<file path="config.mk">
export PLATFORM = sky130hd
export DESIGN_NAME = mips32_mem_arbiter_flat
export DESIGN_NICKNAME = d
export VERILOG_FILES = /design/src/rtl/mips32_mem_arbiter_pkg.sv /design/src/rtl/mips32_mem_arbiter_if.sv /design/src/rtl/mips32_mem_arbiter.sv /design/src/flat_wrapper.sv
export SDC_FILE = /design/constraint.sdc
export NUM_CORES = 1
export LEC_CHECK = 0
export CAP_MARGIN = 20
export CORE_MARGIN = 3
export CORE_UTILIZATION = 38
export CTS_CLUSTER_SIZE = 14
export DETAILED_ROUTE_END_ITERATION = 8
export GPL_ROUTABILITY_DRIVEN = 1
export MAX_ROUTING_LAYER = met4
export PLACE_DENSITY = 0.74
export SLEW_MARGIN = 10
export SYNTH_ARGS = -nofsm -noshare
export SYNTH_HDL_FRONTEND = slang
export SYNTH_SLANG_ARGS = --single-unit
</file>
<file path="constraint.sdc">
create_clock -name clk1 -period 4.87 [get_ports clk1]
set_input_delay 0.974 -clock clk1 [delete_from_list [all_inputs] [get_ports clk1]]
set_output_delay 0.974 -clock clk1 [all_outputs]
set_load 0.02 [all_outputs]
</file>
<file path="src/rtl/mips32_mem_arbiter_pkg.sv">
// mips32_mem_arbiter_pkg: shared encodings and memory sizing
// for the IF/MEM single-port memory arbiter.
package mips32_mem_arbiter_pkg;

    localparam int DEF_DEPTH      = 1024;
    localparam int DEF_AW         = $clog2(DEF_DEPTH);
    localparam int DEF_MEM_LAT    = 1;
    localparam int DEF_STARVE_MAX = 3;

    typedef enum logic [1:0] {
        IDLE  = 2'd0,
        ISSUE = 2'd1,
        WAIT  = 2'd2,
        RESP  = 2'd3
    } state_e;

    typedef enum logic {
        OWN_IF = 1'b0,
        OWN_D  = 1'b1
    } owner_e;

    function automatic logic in_range(input logic [31:0] a, input int depth);
        return a < 32'(depth);
    endfunction

endpackage

</file>
<file path="src/rtl/mips32_mem_arbiter_if.sv">
// mips32_mem_arbiter_if: requester ports (IF, data), halt and
// RAM-side signals of the memory arbiter.
interface mips32_mem_arbiter_if
    import mips32_mem_arbiter_pkg::*;
#(
    parameter int AW = DEF_AW
);
    logic          halt;
    logic          if_req;
    logic [31:0]   if_addr;
    logic          if_gnt;
    logic          if_rvalid;
    logic [31:0]   if_rdata;
    logic          d_req;
    logic          d_we;
    logic [31:0]   d_addr;
    logic [31:0]   d_wdata;
    logic          d_gnt;
    logic          d_rvalid;
    logic [31:0]   d_rdata;
    logic          err;
    logic          busy;
    logic          m_en;
    logic          m_we;
    logic [AW-1:0] m_addr;
    logic [31:0]   m_wdata;
    logic [31:0]   m_rdata;

    modport slave (
        input  halt, if_req, if_addr,
        input  d_req, d_we, d_addr, d_wdata,
        input  m_rdata,
        output if_gnt, if_rvalid, if_rdata,
        output d_gnt, d_rvalid, d_rdata,
        output err, busy,
        output m_en, m_we, m_addr, m_wdata
    );

    modport master (
        output halt, if_req, if_addr,
        output d_req, d_we, d_addr, d_wdata,
        output m_rdata,
        input  if_gnt, if_rvalid, if_rdata,
        input  d_gnt, d_rvalid, d_rdata,
        input  err, busy,
        input  m_en, m_we, m_addr, m_wdata
    );

endinterface

</file>
<file path="src/rtl/mips32_mem_arbiter.sv">
// mips32_mem_arbiter: shares one synchronous single-port RAM between
// IF and MEM; data has priority, a starve counter forces IF through.
module mips32_mem_arbiter
    import mips32_mem_arbiter_pkg::*;
#(
    parameter int DEPTH      = DEF_DEPTH,
    parameter int AW         = DEF_AW,
    parameter int MEM_LAT    = DEF_MEM_LAT,
    parameter int STARVE_MAX = DEF_STARVE_MAX
) (
    input  logic clk1,
    input  logic reset,
    mips32_mem_arbiter_if.slave bus
);

    localparam int LW = (MEM_LAT > 1) ? $clog2(MEM_LAT) : 1;
    localparam int SW = $clog2(STARVE_MAX + 1);

    state_e        r_state;
    state_e        w_next;
    owner_e        r_owner;
    logic          r_we;
    logic [31:0]   r_addr;
    logic [31:0]   r_wdata;
    logic [31:0]   r_if_rdata;
    logic [31:0]   r_d_rdata;
    logic [LW-1:0] r_lat;
    logic [SW-1:0] r_starve;

    logic w_take;
    logic w_win_if;
    logic w_oob;
    logic w_last;
    logic w_gnt;
    logic w_rvalid;
    logic w_en;

    assign w_oob    = !in_range(r_addr, DEPTH);
    assign w_last   = (r_lat == LW'(MEM_LAT - 1));
    assign w_win_if = bus.if_req &&
                      (!bus.d_req || r_starve == SW'(STARVE_MAX));

    // Next-state selection and per-state output decode
    always_comb begin
        w_next   = r_state;
        w_take   = 1'b0;
        w_gnt    = 1'b0;
        w_rvalid = 1'b0;
        w_en     = 1'b0;
        unique case (r_state)
            IDLE: begin
                if (!bus.halt && (bus.if_req || bus.d_req)) begin
                    w_take = 1'b1;
                    w_next = ISSUE;
                end
            end
            ISSUE: begin
                w_gnt  = 1'b1;
                w_en   = !w_oob;
                w_next = r_we ? IDLE : WAIT;
            end
            WAIT: begin
                if (w_last) w_next = RESP;
            end
            RESP: begin
                w_rvalid = 1'b1;
                w_next   = IDLE;
            end
            default: w_next = IDLE;
        endcase
    end

    assign bus.if_gnt    = w_gnt && (r_owner == OWN_IF);
    assign bus.d_gnt     = w_gnt && (r_owner == OWN_D);
    assign bus.if_rvalid = w_rvalid && (r_owner == OWN_IF);
    assign bus.d_rvalid  = w_rvalid && (r_owner == OWN_D);
    assign bus.if_rdata  = r_if_rdata;
    assign bus.d_rdata   = r_d_rdata;
    assign bus.err       = w_gnt && w_oob;
    assign bus.busy      = (r_state != IDLE);
    assign bus.m_en      = w_en;
    assign bus.m_we      = w_en && r_we;
    assign bus.m_addr    = w_en ? r_addr[AW-1:0] : '0;
    assign bus.m_wdata   = w_en ? r_wdata : '0;

    // State register
    always_ff @(posedge clk1 or posedge reset) begin
        if (reset) r_state <= IDLE;
        else       r_state <= w_next;
    end

    // Latch the winner's owner and operands when leaving IDLE
    always_ff @(posedge clk1 or posedge reset) begin
        if (reset) begin
            r_owner <= OWN_IF;
            r_we    <= 1'b0;
            r_addr  <= '0;
            r_wdata <= '0;
        end else if (w_take) begin
            if (w_win_if) begin
                r_owner <= OWN_IF;
                r_we    <= 1'b0;
                r_addr  <= bus.if_addr;
                r_wdata <= '0;
            end else begin
                r_owner <= OWN_D;
                r_we    <= bus.d_we;
                r_addr  <= bus.d_addr;
                r_wdata <= bus.d_wdata;
            end
        end
    end

    // Count data grants that bypass a waiting IF request
    always_ff @(posedge clk1 or posedge reset) begin
        if (reset) begin
            r_starve <= '0;
        end else if (r_state == IDLE) begin
            if (!bus.if_req)
                r_starve <= '0;
            else if (w_take && w_win_if)
                r_starve <= '0;
            else if (w_take && r_starve != SW'(STARVE_MAX))
                r_starve <= r_starve + SW'(1);
        end
    end

    // Count RAM latency cycles spent in WAIT
    always_ff @(posedge clk1 or posedge reset) begin
        if (reset)
            r_lat <= '0;
        else if (r_state == ISSUE)
            r_lat <= '0;
        else if (r_state == WAIT && !w_last)
            r_lat <= r_lat + LW'(1);
    end

    // Capture read data for the owner on the last WAIT cycle
    always_ff @(posedge clk1 or posedge reset) begin
        if (reset) begin
            r_if_rdata <= '0;
            r_d_rdata  <= '0;
        end else if (r_state == WAIT && w_last) begin
            if (r_owner == OWN_IF)
                r_if_rdata <= w_oob ? '0 : bus.m_rdata;
            else
                r_d_rdata  <= w_oob ? '0 : bus.m_rdata;
        end
    end

endmodule

</file>
<file path="src/flat_wrapper.sv">
// flat-port wrapper written by rule: the top's interface ports become plain ports
module mips32_mem_arbiter_flat import mips32_mem_arbiter_pkg::*;
#(
    parameter int DEPTH      = DEF_DEPTH,
    parameter int AW         = DEF_AW,
    parameter int MEM_LAT    = DEF_MEM_LAT,
    parameter int STARVE_MAX = DEF_STARVE_MAX
)
  (clk1, reset, bus_halt, bus_if_req, bus_if_addr, bus_d_req, bus_d_we, bus_d_addr, bus_d_wdata, bus_m_rdata, bus_if_gnt, bus_if_rvalid, bus_if_rdata, bus_d_gnt, bus_d_rvalid, bus_d_rdata, bus_err, bus_busy, bus_m_en, bus_m_we, bus_m_addr, bus_m_wdata);
  mips32_mem_arbiter_if #(.AW(AW)) bus_i ();
  input  logic clk1;
  input  logic reset;
  input wire logic [$bits(bus_i.halt)-1:0] bus_halt;
  input wire logic [$bits(bus_i.if_req)-1:0] bus_if_req;
  input wire logic [$bits(bus_i.if_addr)-1:0] bus_if_addr;
  input wire logic [$bits(bus_i.d_req)-1:0] bus_d_req;
  input wire logic [$bits(bus_i.d_we)-1:0] bus_d_we;
  input wire logic [$bits(bus_i.d_addr)-1:0] bus_d_addr;
  input wire logic [$bits(bus_i.d_wdata)-1:0] bus_d_wdata;
  input wire logic [$bits(bus_i.m_rdata)-1:0] bus_m_rdata;
  output wire logic [$bits(bus_i.if_gnt)-1:0] bus_if_gnt;
  output wire logic [$bits(bus_i.if_rvalid)-1:0] bus_if_rvalid;
  output wire logic [$bits(bus_i.if_rdata)-1:0] bus_if_rdata;
  output wire logic [$bits(bus_i.d_gnt)-1:0] bus_d_gnt;
  output wire logic [$bits(bus_i.d_rvalid)-1:0] bus_d_rvalid;
  output wire logic [$bits(bus_i.d_rdata)-1:0] bus_d_rdata;
  output wire logic [$bits(bus_i.err)-1:0] bus_err;
  output wire logic [$bits(bus_i.busy)-1:0] bus_busy;
  output wire logic [$bits(bus_i.m_en)-1:0] bus_m_en;
  output wire logic [$bits(bus_i.m_we)-1:0] bus_m_we;
  output wire logic [$bits(bus_i.m_addr)-1:0] bus_m_addr;
  output wire logic [$bits(bus_i.m_wdata)-1:0] bus_m_wdata;
  assign bus_i.halt = bus_halt;
  assign bus_i.if_req = bus_if_req;
  assign bus_i.if_addr = bus_if_addr;
  assign bus_i.d_req = bus_d_req;
  assign bus_i.d_we = bus_d_we;
  assign bus_i.d_addr = bus_d_addr;
  assign bus_i.d_wdata = bus_d_wdata;
  assign bus_i.m_rdata = bus_m_rdata;
  assign bus_if_gnt = bus_i.if_gnt;
  assign bus_if_rvalid = bus_i.if_rvalid;
  assign bus_if_rdata = bus_i.if_rdata;
  assign bus_d_gnt = bus_i.d_gnt;
  assign bus_d_rvalid = bus_i.d_rvalid;
  assign bus_d_rdata = bus_i.d_rdata;
  assign bus_err = bus_i.err;
  assign bus_busy = bus_i.busy;
  assign bus_m_en = bus_i.m_en;
  assign bus_m_we = bus_i.m_we;
  assign bus_m_addr = bus_i.m_addr;
  assign bus_m_wdata = bus_i.m_wdata;
  mips32_mem_arbiter #(.DEPTH(DEPTH), .AW(AW), .MEM_LAT(MEM_LAT), .STARVE_MAX(STARVE_MAX)) u_core (.clk1(clk1), .reset(reset), .bus(bus_i));
endmodule
</file>
==> reports/qor.yml, run 1 <==
p_leak_nw: 4.23
initial_core_util_pct: 39.1
port_buffers: 247
cts_sinks: 135
ant_nets: 0
cap_viol_max_count: 0
ios: 248
p_per_area_nw_per_um2: 401
hold_path.class: "flop to flop"
status: "complete, no violations"
r2r_slack_ns: 2.70
required_ns: 3.90
drt_first_pass_iters: 4
crit_fanout: 37
fin_crit_sh_pct: 81.8
dr_total_vias: 4838
final_util_pct: 60.9
rsz0062_at_grt: "no"
cts_setup_buffers: 0
drt-total-wl_um: 16200
die_w_um: 129
cts_hold_buffers: 0
tightest_slew_ns: 0.913
synth_cell_types: 28
grt_pass1_vias: 4924
setup_viol_count_final: 0
grt_util_met1_pct: 25.9
crit_start: "u_core.r_addr[12]"
synth_ff_type: "dfrtp_1"
max_freq_ghz: 0.251
grt_max_degree: 91
multi_input_area_um2: 2130
crit_path_end: "bus_m_wdata[8]"
timing.setup.tns_ns: 0
post_drt_wl_per_cell_um: 17.0
drc: 0
synth_top_area_share_pct: 59.2
r2r_cells: 5
numCtsBuffers: 17
die_h_um: 129
cp-end-kind: "output port"
seq_area_frac_synth_pct: 59.2
worstPathArrival_ns: 3.01
synth_area_um2: 5700
clock_path_buffers: 2
cts_tree: "yes"
synth_area_per_cell_um2: 11.0
nets: 888
clk_pin_slew_worst_paths_ns: 0.05
synthTopCellsByArea: "dfrtp_1 (59%), a22o_1 (10%), nand2_1 (6.6%)"
die_area_um2: 16500
grt_use_met2_pct: 31.1
final_hold_viol_count: 0
via_per_inst: 5.09
synth_warnings: 0
synth_enable_flop_cells: 0
critPathKind: "flop to output port"
dp_hpwl_um: 11400
yosys.area.top_type: "dfrtp_1"
rows: 44
fillCellCount: 1178
r2r_end: "u_core.r_addr[18]"
drive_above_1_share_pct: 6.40
root_buffer: "clkbuf_16"
syn-num-nets: 655
irDropWorstVdd_mv: 0.255
fin_crit_ns: 3.98
async_flop_share_pct: 100
grt-busiest-layer: "met2"
globalplace.congestion: 0.876
clk_latency_ns: 0.41
syn_to_final_growth_pct: 55.8
register_area_um2: 3380
h-tree-depth: 4
report.final.slew_viol_count: 0
grt_use_total_pct: 20.1
grt_remaining_overflow: 0
ys_ff_latch: 135
slew_headroom_pct: 38.9
rr_startpoint: "u_core.r_starve[1]"
cp-start-kind: "flop"
core_um2: 14600
antenna_found_initial: 0
grtUsageMet3_pct: 4.86
antenna-diode-count: 0
drt_iter0_drc: 228
synth_cells: 520
grt_first_pass_wirelength_um: 25600
ctsResizeCount: 0
fin_worst_skew_ns: 0.0113
-- synth_stat cells, types with 4 or more instances --
cell type	count
clkbuf_1	32
o21ai_0	67
mux2i_1	33
buf_2	5
buf_6	6
nor4_1	5
dfrtp_1	135
nand2_1	100
and3_1	45
nor2_1	4
a22o_1	66
-- cells in the final DEF (no fill, tap or decap), types with 2 or more instances in the layout --
master	instances
a22o_1	66
and3_1	45
buf_4	9
bufinv_16	2
clkbuf_1	3
clkbuf_16	17
clkdlybuf4s50_1	247
clkinv_2	3
clkinvlp_4	3
dfrtp_1	135
inv_6	3
mux2i_1	33
nand2_1	100
nand2b_1	2
nor2_1	4
nor3_1	2
nor3_4	2
nor4_1	5
o21ai_0	67
o21ai_4	2
-- critical path: stages (launching register included) --
cell and delay, ns:
dfrtp_1 0.37, nor4_1 0.43, nand4_2 0.30, nor2_2 0.32, buf_4 0.34, and3_1 0.22
clkdlybuf4s50_1 0.60
-- kinds of logic (layout without fill, tap and decap cells) --
logic type,after synthesis,count (layout),synth area share (%)
AND/OR/NAND/NOR,169,169,14.4
AO/OA/AOI/OAI,136,136,16.3
flip-flops,135,135,59.2
buffers and inverters,45,291,3.86
multiplexers,34,34,5.99
adder cells (fa/ha/maj),1,1,0.219
-- state kept, by name, summed over array words and instances, names as in the netlist, named ones only --
name / count
u_core.bus.d_rdata: 32
u_core.bus.if_rdata: 32
u_core.r_addr: 32
u_core.r_lat: 1
u_core.r_owner: 1
u_core.r_starve: 2
u_core.r_state: 1
u_core.r_wdata: 32
u_core.r_we: 1
-- cell type report --
type	instances	area share, %
Tap cell	184	2.59
Multi-Input combinational cell	340	24.0
Clock buffer	21	5.07
Timing Repair Buffer	257	28.8
Inverter	2	0.141
Sequential cell	135	38.0
Clock inverter	11	1.39
-- worst min path at each step --
stage          cells after the start                from  slack, ns                  to
2_1_floorplan                      2    u_core.r_addr[0]       0.44    u_core.r_addr[0]
3_3_place_gp                       2    u_core.r_addr[4]       0.46    u_core.r_addr[4]
3_5_place_dp                       2  u_core.r_wdata[16]       0.46  u_core.r_wdata[16]
4_1_cts                            2  u_core.r_wdata[16]       0.48  u_core.r_wdata[16]
5_1_grt                            2  u_core.r_wdata[16]       0.49  u_core.r_wdata[16]
6_report                           2  u_core.r_wdata[17]       0.47  u_core.r_wdata[17]
-- through the flow --
stage | power (mW) | cells | hold WS (ns) | area, um^2 | setup WS, ns
final | 3.56 | 950 | 0.474 | 8890 | 0.886
after global routing | 3.79 | 950 | 0.488 | 8890 | 0.556
after CTS | 3.61 | 950 | 0.476 | 8890 | 0.765
after detailed placement | 2.35 | 918 | 0.464 | 8310 | 1.23
after global placement | 2.32 | 918 | 0.462 | 8310 | 1.28
after floorplan | 2.00 | 520 | 0.442 | 5700 | 0.285
-- report_power, final --
part	switching [mW]	internal (mW)	total, mW
clock	0.474	0.768	1.24
combinational	0.441	0.316	0.757
sequential	0.166	1.40	1.56
-- per-layer routing --
metal,part of all wire [%],wire length (um),vias up
met3,6.6,1060,24
li1,-,-,2309
met4,2.0,325,0
met2,47,7670,190
met5,0,0,-
met1,44,7120,2315
Note: power is estimated with default switching activity, not from simulation.
==> run 2, diff against run 1 <==
==> constraint.sdc (replaced) <==
create_clock -name clk1 -period 3.3 [get_ports clk1]
set_input_delay 0.66 -clock clk1 [delete_from_list [all_inputs] [get_ports clk1]]
set_output_delay 0.66 -clock clk1 [all_outputs]
set_load 0.02 [all_outputs]
==> run 2 against run 1 <==
  * Critical path type unchanged
  * Critical endpoint is now bus_m_wdata[19]
  * Critical path depth up 1
  * Core utilization is 1.6 points higher
  * Combinational power increased by 53%
  * Global-route usage rose by 0.15 points
  * Die area did not move
  * Clock skew shrank 0.0022 ns
  * Non-clock buffer count rose by 4
  * Design area up 2.6%
  * Clock power up 60%
==> reports/qor.yml, run 2 (synthesis results as in run 1) <==
crit_fanout: 31
core_um2: 14600
fin_crit_ns: 3.20
cts_hold_buffers: 0
clk_latency_ns: 0.41
antenna-diode-count: 0
grt_max_degree: 136
ios: 248
fin_worst_skew_ns: 0.00910
cp-start-kind: "flop"
dp.cells: 922
drt_first_pass_iters: 4
globalplace.congestion: 0.830
root_buffer: "clkbuf_16"
power_switching_mw: 1.65
pwr-share-clk_pct: 36.3
final_hold_viol_count: 0
hold_slack_ns: 0.472
drt_iter0_drc: 231
critPathBufInv: 3
critical_path.top_delay_family: "buffers and inverters"
drt-total-wl_um: 16500
p_per_area_nw_per_um2: 600
cts_setup_buffers: 0
syn_to_final_growth_pct: 59.9
final_cells: 954
rsz0062_at_grt: "yes"
nets: 892
p_total_mw: 5.47
port_buffers: 247
grt_remaining_overflow: 0
clk_pin_slew_worst_paths_ns: 0.06
ctsResizeCount: 3
h-tree-depth: 4
via_per_inst: 5.22
die_h_um: 129
status: "complete, no violations"
p_leak_nw: 5.08
grt_pass1_vias: 5026
cp_slowest_stage_delay_ns: 0.60
cap_viol_max_count: 0
cp-end-kind: "output port"
combPwrFrac_pct: 21.2
p_sw_share_pct: 30.2
die_w_um: 129
fin_crit_sh_pct: 96.9
hold_path.class: "flop to flop"
critPathKind: "flop to output port"
ant_nets: 0
irDropWorstVdd_mv: 0.365
report.final.slew_viol_count: 0
drive_above_1_share_pct: 7.40
dp_hpwl_um: 11300
clock_path_buffers: 2
p_seq_share_pct: 42.4
grt_first_pass_wirelength_um: 25700
antenna_found_initial: 0
rows: 44
timing.setup.tns_ns: 0
layout_commonest_cell: "clkdlybuf4s50_1"
die_area_um2: 16500
tightest_slew_ns: 0.707
dr_total_vias: 4982
drc: 0
cts_tree: "yes"
initial_core_util_pct: 39.1
post_drt_wl_per_cell_um: 17.3
setup_viol_count_final: 0
grt_use_total_pct: 20.3
max_freq_ghz: 0.313
mostFrequentLayoutCells: "clkdlybuf4s50_1 (205), dfrtp_1 (135), nand2_1 (100), o21ai_0 (67), a22o_1 (66)"
required_ns: 2.64
power.internal_mw: 3.82
numCtsBuffers: 17
path_cells: "nor4_1 -> buf_4 -> nand4_2 -> nor2_2 -> buf_8 -> and3_1 -> clkdlybuf4s50_1"
cts_sinks: 135
crit_path_top_delay_cell: "clkdlybuf4s50_1"
slew_headroom_pct: 52.9
worstPathArrival_ns: 2.54
run 2: cell types whose count changed in the layout (fill, tap and decap cells not counted), sizes merged:
cell	previous run	this run
clkinv	4	7
dlymetal6s2s	0	42
clkdlybuf4s50	247	205
bufinv	2	4
inv	4	3
buf	10	14
clkbuf	21	17
run 2: routing by layer:
metal  vias to the layer above  global-route usage [%]  wire, um
met1                      2431                    24.9      6950
li1                       2323                       -         -
met4                         0                    7.60       349
met2                       197                    32.1      8030
met5                         -                       -         0
met3                        31                    5.69      1120
run 2: power groups by stage:
stage	registers, mW	logic (mW)	clock network [mW]
2_1_floorplan	2.24	0.715	0
3_5_place_dp	2.33	1.17	0
4_1_cts	2.32	1.17	2.03
5_1_grt	2.37	1.32	2.11
3_3_place_gp	2.32	1.10	0
6_report	2.32	1.16	1.99
run 2: final cells by class:
cell class	count	area [um^2]
Clock buffer	17	425
Clock inverter	15	203
Fill cell	1130	5470
Inverter	2	11.3
Multi-Input combinational cell	340	2150
Sequential cell	135	3380
Tap cell	184	230
Timing Repair Buffer	261	2730
run 2: worst register-to-register path, cell delays in order, from the launching register on:
cell,delay (ns)
dfrtp_1,0.45
nand2b_1,0.23
or3_1,0.32
buf_4,0.26
nor3_4,0.21
buf_4,0.37
a22o_1,0.21
run 2: final timing paths:
check                                       start                       to  slack [ns]  cells past startpoint
worst max-delay path            u_core.r_addr[12]          bus_m_wdata[19]        0.10                      7
worst min-delay path             u_core.r_addr[2]         u_core.r_addr[2]        0.47                      2
worst max register to register  u_core.r_state[0]  u_core.bus.if_rdata[28]        1.17                      6
worst min register to register   u_core.r_addr[2]         u_core.r_addr[2]        0.47                      2
max in group asynchronous                   reset  u_core.bus.if_rdata[18]        1.98                      3
min in group asynchronous                   reset        u_core.r_wdata[5]        0.80                      3
run 2: through the flow:
stage | setup slack, ns | cell area, um^2 | util [%]
6_report | 0.103 | 9120 | 62.5
5_1_grt | -0.0374 | 9120 | 62.5
4_1_cts | 0.0308 | 9010 | 61.8
3_5_place_dp | 0.234 | 8370 | 57.3
3_3_place_gp | 0.296 | 8370 | 57.3
2_1_floorplan | 0.961 | 5710 | -
==> run 3, diff against run 2 <==
--- a/config.mk
+++ b/config.mk
@@ -8,6 +8,7 @@
 export CAP_MARGIN = 20
 export CORE_MARGIN = 3
 export CORE_UTILIZATION = 38
+export CTS_CLUSTER_DIAMETER = 100
 export CTS_CLUSTER_SIZE = 14
 export DETAILED_ROUTE_END_ITERATION = 8
 export GPL_ROUTABILITY_DRIVEN = 1
==> results of run 3 <==
Same layout as run 2: the final DEF is identical, and so are final timing and power.
